## src/rtl/mem_access_unit_if.sv

```systemverilog
// mem_access_unit_if: bundles the CPU request/response handshake and the
// Avalon data-bus signals of mem_access_unit.
//   slave  : view used by mem_access_unit (accepts requests, masters the bus)
//   master : view used by the surrounding core / bus fabric / testbench
// Request side : req_valid, req_ready, req_op, req_addr, req_rt
// Response side: resp_valid, resp_data, resp_misaligned
// Avalon side  : address, read, write, byteenable, writedata, readdata,
//                waitrequest
interface mem_access_unit_if #(
  parameter int DATA_WIDTH = 32,
  parameter int ADDR_WIDTH = 32
);
  logic                      req_valid;
  logic                      req_ready;
  logic [3:0]                req_op;
  logic [ADDR_WIDTH-1:0]     req_addr;
  logic [31:0]               req_rt;
  logic                      resp_valid;
  logic [31:0]               resp_data;
  logic                      resp_misaligned;
  logic [ADDR_WIDTH-1:0]     address;
  logic                      read;
  logic                      write;
  logic [DATA_WIDTH/8-1:0]   byteenable;
  logic [DATA_WIDTH-1:0]     writedata;
  logic [DATA_WIDTH-1:0]     readdata;
  logic                      waitrequest;

  modport slave (
    input  req_valid, req_op, req_addr, req_rt, readdata, waitrequest,
    output req_ready, resp_valid, resp_data, resp_misaligned,
           address, read, write, byteenable, writedata
  );

  modport master (
    output req_valid, req_op, req_addr, req_rt, readdata, waitrequest,
    input  req_ready, resp_valid, resp_data, resp_misaligned,
           address, read, write, byteenable, writedata
  );
endinterface

```

## src/rtl/mem_access_unit.sv

```systemverilog
// mem_access_unit: sequential load/store lane unit between the MIPS memory
// stage and an Avalon data bus (DATA_WIDTH 32 or 64, CPU side 32-bit).
// One request at a time: alignment check, a single bus transaction with
// lane-placed byteenable/writedata (held while waitrequest), then a one-cycle
// response carrying the extracted / extended / LWL-LWR merged load result.
// Ports:
//   clk   - rising-edge clock
//   reset - synchronous, active-high
//   bus   - mem_access_unit_if.slave (request, response and Avalon signals)
module mem_access_unit #(
  parameter int DATA_WIDTH = 32,
  parameter int ADDR_WIDTH = 32
) (
  input  logic                clk,
  input  logic                reset,
  mem_access_unit_if.slave    bus
);

  localparam int NB = DATA_WIDTH / 8;
  localparam int L  = $clog2(NB);

  localparam logic [3:0] OP_LB  = 4'd0;
  localparam logic [3:0] OP_LBU = 4'd1;
  localparam logic [3:0] OP_LH  = 4'd2;
  localparam logic [3:0] OP_LHU = 4'd3;
  localparam logic [3:0] OP_LW  = 4'd4;
  localparam logic [3:0] OP_LWL = 4'd5;
  localparam logic [3:0] OP_LWR = 4'd6;
  localparam logic [3:0] OP_SB  = 4'd8;
  localparam logic [3:0] OP_SH  = 4'd9;
  localparam logic [3:0] OP_SW  = 4'd10;

  localparam logic [1:0] S_IDLE  = 2'd0;
  localparam logic [1:0] S_BUS   = 2'd1;
  localparam logic [1:0] S_RESP  = 2'd2;
  localparam logic [1:0] S_FAULT = 2'd3;

  // Unknown opcodes behave exactly like LW, so fold them at accept time.
  function automatic logic [3:0] norm_op(input logic [3:0] op);
    case (op)
      OP_LB, OP_LBU, OP_LH, OP_LHU, OP_LW, OP_LWL, OP_LWR,
      OP_SB, OP_SH, OP_SW: return op;
      default:             return OP_LW;
    endcase
  endfunction

  function automatic logic is_store(input logic [3:0] op);
    return (op == OP_SB) || (op == OP_SH) || (op == OP_SW);
  endfunction

  function automatic logic is_misaligned(input logic [3:0] op, input logic [1:0] a);
    case (op)
      OP_LH, OP_LHU, OP_SH: return a[0];
      OP_LW, OP_SW:         return |a;
      default:              return 1'b0;
    endcase
  endfunction

  // LWL/LWR always touch the whole enclosing 32-bit word.
  function automatic logic [NB-1:0] lane_enables(input logic [3:0] op, input logic [L-1:0] k);
    logic [L-1:0] w;
    w = k & ~L'(3);
    case (op)
      OP_LB, OP_LBU, OP_SB: return NB'(1'b1) << k;
      OP_LH, OP_LHU, OP_SH: return NB'(2'b11) << k;
      default:              return NB'(4'hF) << w;
    endcase
  endfunction

  // Store data is replicated across the bus; byteenable picks the lanes.
  function automatic logic [DATA_WIDTH-1:0] store_data(input logic [3:0] op, input logic [31:0] rt);
    case (op)
      OP_SB:   return {NB{rt[7:0]}};
      OP_SH:   return {(NB/2){rt[15:0]}};
      OP_SW:   return {(NB/4){rt}};
      default: return '0;
    endcase
  endfunction

  function automatic logic [31:0] load_result(input logic [3:0] op, input logic [L-1:0] k,
                                              input logic [31:0] rt,
                                              input logic [DATA_WIDTH-1:0] rd);
    logic [L-1:0]          w;
    logic [1:0]            o;
    logic [DATA_WIDTH-1:0] rd_k;
    logic [DATA_WIDTH-1:0] rd_w;
    logic [31:0]           lane;
    logic [31:0]           word;
    logic [4:0]            sh_l;
    logic [4:0]            sh_r;
    w    = k & ~L'(3);
    o    = k[1:0];
    rd_k = rd >> {k, 3'b000};
    rd_w = rd >> {w, 3'b000};
    lane = rd_k[31:0];
    word = rd_w[31:0];
    sh_l = {o, 3'b000};
    sh_r = {2'd3 - o, 3'b000};
    case (op)
      OP_LB:   return {{24{lane[7]}}, lane[7:0]};
      OP_LBU:  return {24'h0, lane[7:0]};
      OP_LH:   return {{16{lane[15]}}, lane[15:0]};
      OP_LHU:  return {16'h0, lane[15:0]};
      OP_LWL:  return (word << sh_l) | (rt & ~(32'hFFFF_FFFF << sh_l));
      OP_LWR:  return (word >> sh_r) | (rt & ~(32'hFFFF_FFFF >> sh_r));
      default: return lane;
    endcase
  endfunction

  logic [1:0]  state;
  logic [3:0]  op_q;
  logic [L-1:0] k_q;
  logic [31:0] rt_q;

  logic [3:0]  req_op_n;
  logic        req_mis;
  logic [L-1:0] req_k;

  always_comb begin
    req_op_n = norm_op(bus.req_op);
    req_mis  = is_misaligned(req_op_n, bus.req_addr[1:0]);
    req_k    = bus.req_addr[L-1:0];
  end

  assign bus.req_ready = (state == S_IDLE);

  always_ff @(posedge clk) begin
    if (reset) begin
      state               <= S_IDLE;
      op_q                <= '0;
      k_q                 <= '0;
      rt_q                <= '0;
      bus.read            <= 1'b0;
      bus.write           <= 1'b0;
      bus.resp_valid      <= 1'b0;
      bus.resp_misaligned <= 1'b0;
      bus.resp_data       <= '0;
      bus.address         <= '0;
      bus.byteenable      <= '0;
      bus.writedata       <= '0;
    end else begin
      bus.resp_valid <= 1'b0;
      case (state)
        S_IDLE: begin
          if (bus.req_valid) begin
            op_q <= req_op_n;
            k_q  <= req_k;
            rt_q <= bus.req_rt;
            if (req_mis) begin
              state               <= S_FAULT;
              bus.resp_valid      <= 1'b1;
              bus.resp_misaligned <= 1'b1;
              bus.resp_data       <= '0;
            end else begin
              state          <= S_BUS;
              bus.address    <= bus.req_addr & ~ADDR_WIDTH'(NB - 1);
              bus.byteenable <= lane_enables(req_op_n, req_k);
              bus.writedata  <= store_data(req_op_n, bus.req_rt);
              bus.read       <= ~is_store(req_op_n);
              bus.write      <= is_store(req_op_n);
            end
          end
        end
        S_BUS: begin
          // Result is formed straight from readdata at the completing edge so
          // resp_data is already registered when resp_valid rises.
          if (!bus.waitrequest) begin
            state               <= S_RESP;
            bus.read            <= 1'b0;
            bus.write           <= 1'b0;
            bus.resp_valid      <= 1'b1;
            bus.resp_misaligned <= 1'b0;
            bus.resp_data       <= is_store(op_q) ? 32'h0
                                   : load_result(op_q, k_q, rt_q, bus.readdata);
          end
        end
        default: state <= S_IDLE;
      endcase
    end
  end

endmodule

```

## src/flat_wrapper.sv

```systemverilog
// flat-port wrapper written by rule: the top's interface ports become plain ports
module mem_access_unit_flat 
#(
  parameter int DATA_WIDTH = 32,
  parameter int ADDR_WIDTH = 32
)
  (clk, reset, bus_req_valid, bus_req_op, bus_req_addr, bus_req_rt, bus_readdata, bus_waitrequest, bus_req_ready, bus_resp_valid, bus_resp_data, bus_resp_misaligned, bus_address, bus_read, bus_write, bus_byteenable, bus_writedata);
  mem_access_unit_if #(.DATA_WIDTH(DATA_WIDTH), .ADDR_WIDTH(ADDR_WIDTH)) bus_i ();
  input  logic clk;
  input  logic reset;
  input wire logic [$bits(bus_i.req_valid)-1:0] bus_req_valid;
  input wire logic [$bits(bus_i.req_op)-1:0] bus_req_op;
  input wire logic [$bits(bus_i.req_addr)-1:0] bus_req_addr;
  input wire logic [$bits(bus_i.req_rt)-1:0] bus_req_rt;
  input wire logic [$bits(bus_i.readdata)-1:0] bus_readdata;
  input wire logic [$bits(bus_i.waitrequest)-1:0] bus_waitrequest;
  output wire logic [$bits(bus_i.req_ready)-1:0] bus_req_ready;
  output wire logic [$bits(bus_i.resp_valid)-1:0] bus_resp_valid;
  output wire logic [$bits(bus_i.resp_data)-1:0] bus_resp_data;
  output wire logic [$bits(bus_i.resp_misaligned)-1:0] bus_resp_misaligned;
  output wire logic [$bits(bus_i.address)-1:0] bus_address;
  output wire logic [$bits(bus_i.read)-1:0] bus_read;
  output wire logic [$bits(bus_i.write)-1:0] bus_write;
  output wire logic [$bits(bus_i.byteenable)-1:0] bus_byteenable;
  output wire logic [$bits(bus_i.writedata)-1:0] bus_writedata;
  assign bus_i.req_valid = bus_req_valid;
  assign bus_i.req_op = bus_req_op;
  assign bus_i.req_addr = bus_req_addr;
  assign bus_i.req_rt = bus_req_rt;
  assign bus_i.readdata = bus_readdata;
  assign bus_i.waitrequest = bus_waitrequest;
  assign bus_req_ready = bus_i.req_ready;
  assign bus_resp_valid = bus_i.resp_valid;
  assign bus_resp_data = bus_i.resp_data;
  assign bus_resp_misaligned = bus_i.resp_misaligned;
  assign bus_address = bus_i.address;
  assign bus_read = bus_i.read;
  assign bus_write = bus_i.write;
  assign bus_byteenable = bus_i.byteenable;
  assign bus_writedata = bus_i.writedata;
  mem_access_unit #(.DATA_WIDTH(DATA_WIDTH), .ADDR_WIDTH(ADDR_WIDTH)) u_core (.clk(clk), .reset(reset), .bus(bus_i));
endmodule
```

## config.mk

```make
export PLATFORM = sky130hd
export DESIGN_NAME = mem_access_unit_flat
export DESIGN_NICKNAME = d
export VERILOG_FILES = /design/src/rtl/mem_access_unit_if.sv /design/src/rtl/mem_access_unit.sv /design/src/flat_wrapper.sv
export SDC_FILE = /design/constraint.sdc
export NUM_CORES = 1
export LEC_CHECK = 0
export ABC_AREA = 1
export CAP_MARGIN = 20
export CORE_UTILIZATION = 50
export CTS_CLUSTER_DIAMETER = 30
export CTS_CLUSTER_SIZE = 28
export DETAILED_ROUTE_END_ITERATION = 16
export PLACE_DENSITY = 0.82
export SKIP_CTS_REPAIR_TIMING = 1
export SLEW_MARGIN = 20
export SYNTH_ARGS = -nofsm -noshare
export SYNTH_HDL_FRONTEND = slang
export SYNTH_SLANG_ARGS = --single-unit
```

## constraint.sdc

```tcl
create_clock -name clk -period 1.7 [get_ports clk]
set_input_delay 0.34 -clock clk [delete_from_list [all_inputs] [get_ports clk]]
set_output_delay 0.34 -clock clk [all_outputs]
set_load 0.03 [all_outputs]
```

==> run_results.csv <==
group,metric,value,unit
status,status,"complete, but fails checks",
status,violations,"setup timing",
grt,grt_start_max_net_pins,75,
worst_setup_path,max_stage_delay,0.37,ns
pwr,p_comb_frac,0.357,
yosys,yosysSeqAreaShare,0.3547,
timing,max_freq,471.7,MHz
placement,dpl.hpwl,22730,µm
timing,rsz0062_at_grt,"yes",
pwr,peakVddDrop,0.7115,mV
yosys,yosys-top-cells-area,"dfxtp_1 (35%), nand2_1 (18%), a21oi_1 (8.1%)",
clock_network,clockBufferDepth,2,
grt,grt_pass1_vias,9214,
yosys,synth_top_family_by_area,"simple AND/OR/NAND/NOR gates",
timing,fin_crit_sh,1.247,
pwr,switchingPower,4368,µW
clock_network,worst_skew_pair.late_latency,0.44,ns
flow_run,drv_cap,0,
yosys,yosys_warnings,0,
finish,diodes,0,
timing,setup_ws,-0.4198,ns
pwr,internal-power,7708,µW
placement,place_congestion,0.9664,
route,drc,0,
die,num_rows,45,
clock_network,cts_sinks,142,
worst_setup_path,crit_chain,"inv_4 -> nand2_4 -> nor2_8 -> buf_4 -> buf_12 -> o21ai_0 -> o21ai_2 -> nor2_1 -> nand2_1 -> nand2_1 -> nand3_1 -> nand2_1 -> nor2_1",
worst_setup_path,path_max_fanout,6,
grt,grt_pass1_wl,47840,µm
placement,port_buffers,206,
die,design.die.area,0.01654,mm²
placement,placed_cells,1756,
route,vias_per_cell,5.701,
pwr,powerDensity,933.8,mW/mm²
timing,setup_tns,-1.319,ns
timing,period_needed,2.120,ns
finish,nets,1703,
finish,fin_cells,1822,
worst_hold_path,hold_path.class,"primary input to flop",
die,io_pins,209,
grt,antenna_found_initial,0,
timing,setup_viol,23,
route,first_pass_iters,8,
placement,dpl_cell_area,0.01114,mm²
yosys,synthAdderAreaFrac,0,
worst_setup_path,arrival,2.48,ns
pwr,power_frac_clock,0.325,
timing,hold_viol,0,
worst_setup_path,cp_common_cell,"nand2_1",
worst_setup_path,critPathLaunch,"u_core.op_q[1]",
yosys,syn_area,0.008015,mm²
finish,fill_cells,968,
worst_setup_path,reg2reg_from,"u_core.op_q[1]",
die,die_h,128.6,µm
worst_setup_path,cp-start-kind,"flop",
die,initial_core_util,0.5195,
timing,slew_violations,0,
yosys,synth.top_cell.area_share,0.3547,
clock_network,cts-root-buf,"clkbuf_16",
route,avgRoutedWirePerCell,19.46,µm
route,antenna_left,0,
yosys,muxShareOfSynthArea,0,
route,drtIter0Drc,1172,
pwr,p_sw_frac,0.3617,
worst_setup_path,critPathBufInv,3,
worst_setup_path,crit_path_end_kind,"flop",
yosys,ys_ff_latch,142,
finish,area_growth,61.35,%
worst_setup_path,crit_type,"flop to flop",
worst_setup_path,critical_path_required,2.06,ns
worst_setup_path,critical_path.top_delay_family,"simple AND/OR/NAND/NOR gates",
yosys,synth_compound_area_frac,0.1909,
route,vias,10390,
timing,skew,0.01042,ns
pwr,p_leak,0.007296,µW
clock_network,htree_levels,4,
grt,grt_util_all_layers,0.3780,
pwr,seqPwrFrac,0.318,
grt,grt.overflow.total,0,
clock_network,clk_pin_slew,0.07,ns
route,postRouteWirelength,35460,µm
yosys,avgSynthCellArea,6.296,µm²
yosys,ys_types,35,
yosys,synth_xor_area_frac,0,
worst_hold_path,min_from,"reset",
yosys,synth_largest_area_cell,"dfxtp_1",
die,die_w,128.6,µm
finish,fin_area,0.01293,mm²
clock_network,cts_buffers,17,
die,core_area,0.01543,mm²
clock_network,cts_tree,"built",
worst_setup_path,crit_slowest_cell,"dfxtp_4",
yosys,syn_inst,1273,
yosys,yosys.area_share.simple,0.3416,
finish,layout-drive-gt1-share,0.2179,
==> per-stage QoR <==
| stage | utilization | hold slack [ns] | power (µW) | worst slack [ns] |
|---|---|---|---|---|
| after floorplan | - | 0.4303 | 5944 | 0.005766 |
| after global placement | 0.7221 | 0.4452 | 7539 | -0.4328 |
| after detailed placement | 0.7221 | 0.4551 | 7581 | -0.5685 |
| after CTS | 0.7606 | 0.4211 | 11400 | -0.2873 |
| after global routing | 0.8383 | 0.4288 | 12490 | -0.4815 |
| final | 0.8383 | 0.4285 | 12080 | -0.4198 |
==> power groups by stage <==
stage               Clock [µW]  Sequential, µW  Combinational [µW]
global placement             0            3880                3660
detailed placement           0            3880                3700
CTS                       3840            3820                3740
floorplan                    0            4240                1700
global route              4040            3860                4580
finish                    3920            3840                4310
==> layer usage <==
| metal | GRT usage | wire (µm) | up-vias |
|---|---|---|---|
| li1 | - | - | 4769 |
| met1 | 0.4424 | 12810 | 4773 |
| met2 | 0.6569 | 17230 | 672 |
| met3 | 0.07775 | 3141 | 173 |
| met4 | 0.1882 | 2279 | 0 |
| met5 | 0 | 0 | - |
==> cell usage in the layout, fill, tap and decap left out, types with 25 or more instances in the layout <==
master           netlist  final
clkdlybuf4s50_1        0     98
o211ai_1              25     25
nand3_1               92     83
dlymetal6s2s_1         0    107
a21oi_1              130    122
buf_4                  9    140
nand2_2               10     38
dfxtp_1              142    136
nor2_1               127    111
inv_1                103     95
nand2_1              380    342
o21ai_0              119     93
==> tightest hold or removal path: cells and delay by family <==
kind	cells	cell delay, ns
buffers and inverters	2	0.34
AOI/OAI and AO/OA	1	0.13
==> kinds of logic after synthesis <==
group	count (synthesis)
AOI/OAI and AO/OA	288
buffers and inverters	197
DFF	142
other	1
and+or+nand+nor	645
==> synthesized netlist by cell type <==
cell type,number
nand2_1,380
dfxtp_1,142
a21oi_1,130
nor2_1,127
o21ai_0,119
inv_1,103
nand3_1,92
clkbuf_1,32
o211ai_1,25
buf_2,22
buf_6,13
nand2_2,10
nor3_1,10
buf_4,9
inv_2,9
o22ai_1,9
nand4_1,7
buf_1,6
nand2_4,3
nor2_2,3
nor3_2,3
o21ai_1,3
clkinv_1,2
nand3_4,2
nor2_8,2
and2_1,1
conb_1,1
inv_4,1
nand2_8,1
nand3_2,1
nor2_4,1
o21ai_2,1
o21ai_4,1
or2_1,1
or2_2,1
==> registers in the layout, indices dropped and copies added, names as in the netlist <==
register,cells
u_core.bus.write,1
u_core.bus.resp_data,32
u_core.bus.address,30
u_core.bus.read,1
u_core.op_q,4
u_core.bus.resp_valid,1
u_core.bus.resp_misaligned,1
u_core.rt_q,32
u_core.state,2
u_core.k_q,2
u_core.bus.byteenable,4
u_core.bus.writedata,32
==> area by class of cell <==
| class | count | area [µm²] | share of cell area |
|---|---|---|---|
| Timing Repair Buffer | 388 | 4099 | 0.3170 |
| Clock inverter | 12 | 160.2 | 0.01238 |
| Multi-Input combinational cell | 935 | 4653 | 0.3598 |
| Tap cell | 211 | 264.0 | 0.02041 |
| Inverter | 115 | 462.9 | 0.03580 |
| Sequential cell | 142 | 2860 | 0.2212 |
| Clock buffer | 19 | 432.9 | 0.03348 |
==> path summary, 6_finish.rpt <==
path / to / slack (ns) / cells after the start
worst min register to register: u_core.bus.writedata[23] / 0.46 / 2
worst max-delay path: u_core.bus.resp_data[14] / -0.42 / 13
worst min-delay path: u_core.bus.writedata[25] / 0.43 / 3
worst max register to register: u_core.bus.resp_data[14] / -0.42 / 13
Power figures use the tool's default switching activity.
